**src/rtl/rc4_phase_sequencer.sv**
```systemverilog
// Sequences the INIT, KSA and PRGA engines over one shared single-port S-memory, with a watchdog on each phase.
// Control outputs are registered (1-cycle latency); the memory port mux is combinational from state, and an engine waits by holding done low.
module rc4_phase_sequencer #(
   parameter int ADDR_W  = 8,
   parameter int DATA_W  = 8,
   parameter int TIMEOUT = 4096
) (
   input  logic              clk,
   input  logic              reset,
   input  logic              go,
   output logic              init_start,
   input  logic              init_done,
   input  logic [ADDR_W-1:0] init_addr,
   input  logic [DATA_W-1:0] init_data,
   input  logic              init_wren,
   output logic              ksa_start,
   input  logic              ksa_done,
   input  logic [ADDR_W-1:0] ksa_addr,
   input  logic [DATA_W-1:0] ksa_data,
   input  logic              ksa_wren,
   output logic              prga_start,
   input  logic              prga_done,
   input  logic [ADDR_W-1:0] prga_addr,
   input  logic [DATA_W-1:0] prga_data,
   input  logic              prga_wren,
   output logic [ADDR_W-1:0] s_addr,
   output logic [DATA_W-1:0] s_data,
   output logic              s_wren,
   output logic [1:0]        phase,
   output logic              busy,
   output logic              done,
   output logic              fault
);

   localparam int WD_W = $clog2(TIMEOUT + 1);
   localparam logic [WD_W-1:0] WD_LAST = WD_W'(TIMEOUT - 1);

   typedef enum logic [2:0] {
      S_IDLE,
      S_INIT_WAIT,
      S_KSA_WAIT,
      S_PRGA_WAIT,
      S_DONE,
      S_FAULT
   } state_t;

   state_t          state;
   state_t          state_nxt;
   state_t          advance;
   logic [WD_W-1:0] watchdog;
   logic            cur_done;
   logic            in_wait;

   function automatic logic [1:0] phase_of(input state_t s);
      case (s)
         S_INIT_WAIT: phase_of = 2'd1;
         S_KSA_WAIT:  phase_of = 2'd2;
         S_PRGA_WAIT: phase_of = 2'd3;
         default:     phase_of = 2'd0;
      endcase
   endfunction

   // Only the owning engine's done is looked at; the others are ignored.
   always_comb begin
      cur_done = 1'b0;
      in_wait  = 1'b0;
      advance  = S_IDLE;
      case (state)
         S_INIT_WAIT: begin
            cur_done = init_done;
            in_wait  = 1'b1;
            advance  = S_KSA_WAIT;
         end
         S_KSA_WAIT: begin
            cur_done = ksa_done;
            in_wait  = 1'b1;
            advance  = S_PRGA_WAIT;
         end
         S_PRGA_WAIT: begin
            cur_done = prga_done;
            in_wait  = 1'b1;
            advance  = S_DONE;
         end
         default: begin
            cur_done = 1'b0;
            in_wait  = 1'b0;
            advance  = S_IDLE;
         end
      endcase
   end

   // Done beats a coincident watchdog expiry.
   always_comb begin
      state_nxt = state;
      case (state)
         S_IDLE, S_DONE: begin
            if (go) state_nxt = S_INIT_WAIT;
         end
         S_INIT_WAIT, S_KSA_WAIT, S_PRGA_WAIT: begin
            if (cur_done)                  state_nxt = advance;
            else if (watchdog == WD_LAST)  state_nxt = S_FAULT;
         end
         S_FAULT: state_nxt = S_FAULT;
         default: state_nxt = S_IDLE;
      endcase
   end

   always_ff @(posedge clk) begin
      if (reset) begin
         state      <= S_IDLE;
         watchdog   <= '0;
         init_start <= 1'b0;
         ksa_start  <= 1'b0;
         prga_start <= 1'b0;
         phase      <= 2'd0;
         busy       <= 1'b0;
         done       <= 1'b0;
         fault      <= 1'b0;
      end else begin
         state <= state_nxt;
         // Any state change clears the counter, so each WAIT entry starts from zero.
         if (state_nxt != state)
            watchdog <= '0;
         else if (in_wait)
            watchdog <= watchdog + WD_W'(1);
         init_start <= (state_nxt == S_INIT_WAIT);
         ksa_start  <= (state_nxt == S_KSA_WAIT);
         prga_start <= (state_nxt == S_PRGA_WAIT);
         phase      <= phase_of(state_nxt);
         busy       <= (state_nxt == S_INIT_WAIT) || (state_nxt == S_KSA_WAIT) ||
                       (state_nxt == S_PRGA_WAIT);
         done       <= (state_nxt == S_DONE);
         fault      <= (state_nxt == S_FAULT);
      end
   end

   always_comb begin
      s_addr = '0;
      s_data = '0;
      s_wren = 1'b0;
      case (state)
         S_INIT_WAIT: begin
            s_addr = init_addr;
            s_data = init_data;
            s_wren = init_wren;
         end
         S_KSA_WAIT: begin
            s_addr = ksa_addr;
            s_data = ksa_data;
            s_wren = ksa_wren;
         end
         S_PRGA_WAIT: begin
            s_addr = prga_addr;
            s_data = prga_data;
            s_wren = prga_wren;
         end
         default: begin
            s_addr = '0;
            s_data = '0;
            s_wren = 1'b0;
         end
      endcase
   end

endmodule

```
**config.mk**
```make
export PLATFORM = sky130hd
export DESIGN_NAME = rc4_phase_sequencer
export DESIGN_NICKNAME = d
export VERILOG_FILES = /design/src/rtl/rc4_phase_sequencer.sv
export SDC_FILE = /design/constraint.sdc
export NUM_CORES = 1
export LEC_CHECK = 0
export BUFFER_PORTS_ARGS = -buffer_cell sky130_fd_sc_hd__buf_4
export CORE_MARGIN = 2
export CORE_UTILIZATION = 41
export DETAILED_ROUTE_END_ITERATION = 10
export PLACE_DENSITY = 0.77
export SLEW_MARGIN = 15
export SYNTH_ARGS = -nofsm -noshare
export SYNTH_HDL_FRONTEND = slang
export SYNTH_SLANG_ARGS = --single-unit
```
**constraint.sdc**
```tcl
create_clock -name clk -period 1.7 [get_ports clk]
set_input_delay 0.085 -clock clk [delete_from_list [all_inputs] [get_ports clk]]
set_output_delay 0.085 -clock clk [all_outputs]
set_load 0.01 [all_outputs]
```
# == Yosys cells after proc, flatten, opt, wreduce, memory -nomap -nowiden ==
# Cells that the tools add are included.
# op_classes
n_eq_ne,12
n_mux,11
add_sub_neg,1
n_reduce_logical,6
# ops
op,count
8-bit case mux with 3 select lines,2
3-bit case mux with 3 select lines,2
"13-bit by 1-bit adder with 13-bit output, second input constant",1
"13-bit by 12-bit equality test with 1-bit output, second input constant",1
"3-bit by 2-bit equality test with 1-bit output, second input constant",4
"3-bit equality test, second input constant",4
3-bit 2-to-1 mux,3
"3-bit by 1-bit equality test with 1-bit output, second input constant",2
1-bit case mux with 3 select lines,2
2-bit case mux with 3 select lines,1
2-bit OR reduction,2
3-bit zero test,1
3-bit != test,1
3-bit OR reduction,1
1-bit logical OR,2
1-bit 2-to-1 mux,1
# word_totals
inputBits,57
reg_bits,24

# == Depth between registers and ports, before layout ==
# logic_depth
word_depth,7
mapped_depth,7

# == Worst setup path after synthesis ==
# Ideal clock, no wire load.
# synth_path
path_type,register to register
from,reg watchdog[0]
to,reg init_start
setup_time_ns,0.059
stages_incl_launch_ff,7
period_less_slack_ns,1.857
arrival_ns,1.797
setup_slack_ns,-0.157
path_buffers,0
cell_sequence,dfxtp_1 ha_1 nand3b_1 or4_4 a211o_1 a221oi_4 and2_1
# synth_via
elab_chain_cells,5
# synth_rtl
item,line,source
start: declaration,50,logic [WD_W-1:0] watchdog;
start signal: assignment,125,watchdog <= watchdog + WD_W'(1);
13-bit by 12-bit equality test with 1-bit output,101,else if (watchdog == WD_LAST) state_nxt = S_FAULT;
3-bit 2-to-1 mux,101,
3-bit 2-to-1 mux,100,if (cur_done) state_nxt = advance;
3-bit case mux with 3 select lines,95,case (state)
3-bit by 1-bit equality test with 1-bit output,126,init_start <= (state_nxt == S_INIT_WAIT);
end signal: assignment,126,
end: declaration,11,"output logic init_start,"
# No other way between the ends.
# A chain may end at the register's enable or synchronous reset.

# == Worst setup path after layout ==
# layout_path
from,reg watchdog[6]
to,reg init_start
# The elaborated chain is that of the path after synthesis.

==> results.py <==
metrics = {
    "outcome": {
        "outcome": "complete, but fails checks",
        "violations": "negative setup slack",
    },
    "worst_setup_path": {
        "critPathKind": "reg2reg",
        "max_stage_delay_ns": 0.54,
        "crit_path_cell_trace": "nand4_2 > or4_4 > a211o_1 > a221oi_4 > and2_1",
        "cp-startpoint": "watchdog[6]",
        "crit_path_end_kind": "flop",
        "reg2reg_setup_slack_ns": -0.15,
        "critPathArrivalTime_ns": 2.06,
        "crit_end": "init_start",
        "worstPathRequired_ns": 1.92,
        "cp_max_fo": 4,
        "cp-start-kind": "flop",
        "r2r_end": "init_start",
        "crit_slowest_cell": "or4_4",
        "timing.rr.start": "watchdog[6]",
        "reg2reg_depth": 5,
    },
    "routing": {
        "wl_met2_um": 2500,
        "top_layer": "met4",
        "wl_met1_um": 2040,
        "via_per_inst": 5.06,
        "drt_first_pass_iters": 6,
        "postRouteAntennaNets": 0,
        "num_vias": 1820,
        "drc": 0,
        "wl_per_cell_um": 13.8,
        "routed-wl-met3_um": 294,
        "wirelength_um": 4960,
        "drt_iter0_drc": 158,
    },
    "placed_design": {
        "placed_area_um2": 2420,
        "dp_hpwl_um": 3650,
        "portBuffers": 81,
        "place.gp.congestion": 0.872,
        "placed_cells_incl_taps": 352,
    },
    "synth": {
        "synth_warnings": 0,
        "syn_nets": 264,
        "syn_area_um2": 1560,
        "ys_types": 42,
        "ys_seq_elements": 24,
        "synth_cells": 206,
        "postSynthAreaPerCell_um2": 7.56,
        "yosysSeqAreaShare_pct": 30.8,
    },
    "grt": {
        "grt_overflow_total": 0,
        "grt_pass1_vias": 1819,
        "grt_max_degree": 20,
        "grt_pass1_wl_um": 8120,
        "gr-usage-all-layers_pct": 23.6,
        "antenna_found_initial": 0,
    },
    "sta": {
        "drv_slew": 0,
        "hold_viol": 0,
        "rsz0062_at_grt": "yes",
        "setup_tns_ns": -1.33,
        "finalCritPeriodShare_pct": 109,
        "tightestPinTransition_ns": 0.295,
        "setup_viol": 19,
        "clock_skew_ns": 0.00823,
        "finalWorstSetupSlack_ns": -0.145,
        "fmaxAchievable_ghz": 0.542,
        "max_slew_margin_pct": 80.2,
        "min_period_ns": 1.85,
    },
    "clock_network": {
        "worstSkewPairLatency_ns": 0.26,
        "htree_levels": 1,
        "clk_path_buf_depth": 2,
        "path_clk_slew_ns": 0.09,
        "clock-sinks": 24,
        "root_buffer": "clkbuf_8",
        "cts_made_buffers": 3,
        "cts_tree": "built",
    },
    "cells_and_area": {
        "layout_commonest_cell": "buf_4",
        "areaGrowthSynthToFinish_pct": 62.7,
        "final_nets": 372,
        "stdcell_count": 360,
        "fin_area_um2": 2530,
        "n_antenna_cell": 0,
        "drive_above_1_share_pct": 45.8,
        "mostFrequentLayoutCells": "buf_4 (112), nor2_1 (54), a21oi_1 (21)",
        "final_util_pct": 69.2,
    },
    "floorplanning": {
        "die_w_um": 65.6,
        "io_pins": 82,
        "die-area_um2": 4310,
        "die_h_um": 65.6,
        "core_area_um2": 3660,
        "fp-row-count": 22,
        "start_util_pct": 42.5,
    },
    "power_and_ir_drop": {
        "ir_worst_vdd_uv": 412,
        "finalPower_mw": 1.33,
        "cellPowerDensity_nw_per_um2": 525,
        "leakage_nw": 1.15,
    },
    "run": {
        "drv_cap": 0,
    },
    "worst_hold_path": {
        "hold_class": "in2reg",
    },
}
-- routing by layer --
layer | vias to the layer above | global-route usage [%]
met5 | - | 0
met4 | 0 | 6.25
met3 | 14 | 6.16
met2 | 67 | 43.2
met1 | 819 | 26.8
li1 | 920 | -
-- cells in the mapped netlist (all sizes together) --
master,count,share of area (%)
nor2,54,13
dfxtp,24,31
a21oi,23,7.4
mux2i,18,12
nand2,10,2.4
xnor2,8,4.5
clkbuf,7,1.7
buf,6,1.8
inv,5,1.2
nand3,4,1.3
nand4,4,2.0
nor2b,4,1.6
xor2,4,2.2
and3,3,1.3
nor3,3,0.96
a211o,2,1.2
a22oi,2,0.96
and2,2,0.80
nand2b,2,0.80
o21a,2,0.96
o21ai,2,0.64
or2,2,0.80
a211oi,1,0.48
a21boi,1,0.48
a221oi,1,1.7
a2bb2oi,1,0.56
a311o,1,0.64
a41oi,1,0.56
and2b,1,0.48
and4,1,0.64
ha,1,0.80
mux2,1,0.72
nand3b,1,0.48
o211a,1,0.64
o211ai,1,0.48
o21ba,1,0.64
or4,1,0.72
-- layout make-up --
class | instances | area, um2
Clock buffer | 3 | 41.3
Fill cell | 322 | 1130
Tap cell | 48 | 60.1
Inverter | 5 | 18.8
Multi-Input combinational cell | 164 | 1030
Timing Repair Buffer | 116 | 890
Sequential cell | 24 | 494
-- worst max-delay path: cells and delay by family (launching register included) --
family,cells,cell delay [ns]
AOI/OAI and AO/OA,2,0.65
DFF,1,0.34
and+or+nand+nor,3,0.82
-- through the flow --
stage	hold WS, ns	setup WS [ns]
after global placement	0.301	-0.116
final	0.0196	-0.145
after CTS	0.0215	-0.163
after global routing	0.0232	-0.215
after floorplan	0.157	-0.0959
after detailed placement	0.306	-0.136
-- cells by family (layout without fill, tap and decap cells) --
kind of cell,after synthesis,in the layout,share of synthesized area [%]
adder cells (fa/ha/maj),1,1,0.803
buffers and inverters,18,124,4.66
XOR/XNOR,12,12,6.75
AND/OR/NAND/NOR,92,92,27.3
flip-flops,24,24,30.8
multiplexers,19,19,12.3
AO/OA/AOI/OAI,40,40,17.4
-- sequential cells by signal, indices dropped and copies added, names as in the netlist --
name	cells
busy	1
done	1
fault	1
init_start	1
ksa_start	1
phase	2
prga_start	1
state	3
watchdog	13
-- repair_timing --
item,in CTS,in global routing
hold buffers,0,0
setup buffers,3,1
gates cloned,1,0
pin swaps,5,3
hold endpoints to repair,0,0
resized for setup,6,6
setup endpoints to repair,25,38
-- power by group --
part	internal, mW	leakage, nW	switching, mW
sequential	0.578	0.200	0.0105
combinational	0.232	0.925	0.176
clock	0.158	0.0216	0.175
-- how the worst min path moves through the flow --
stage | slack (ns) | to | from | cells past startpoint
2_1_floorplan | 0.16 | state[2] | reset | 1
3_3_place_gp | 0.30 | state[2] | reset | 2
5_1_grt | 0.02 | done | reset | 2
4_1_cts | 0.02 | done | reset | 2
6_report | 0.02 | done | reset | 2
3_5_place_dp | 0.31 | state[2] | reset | 2
No activity file was read; power rests on OpenSTA's default activity.
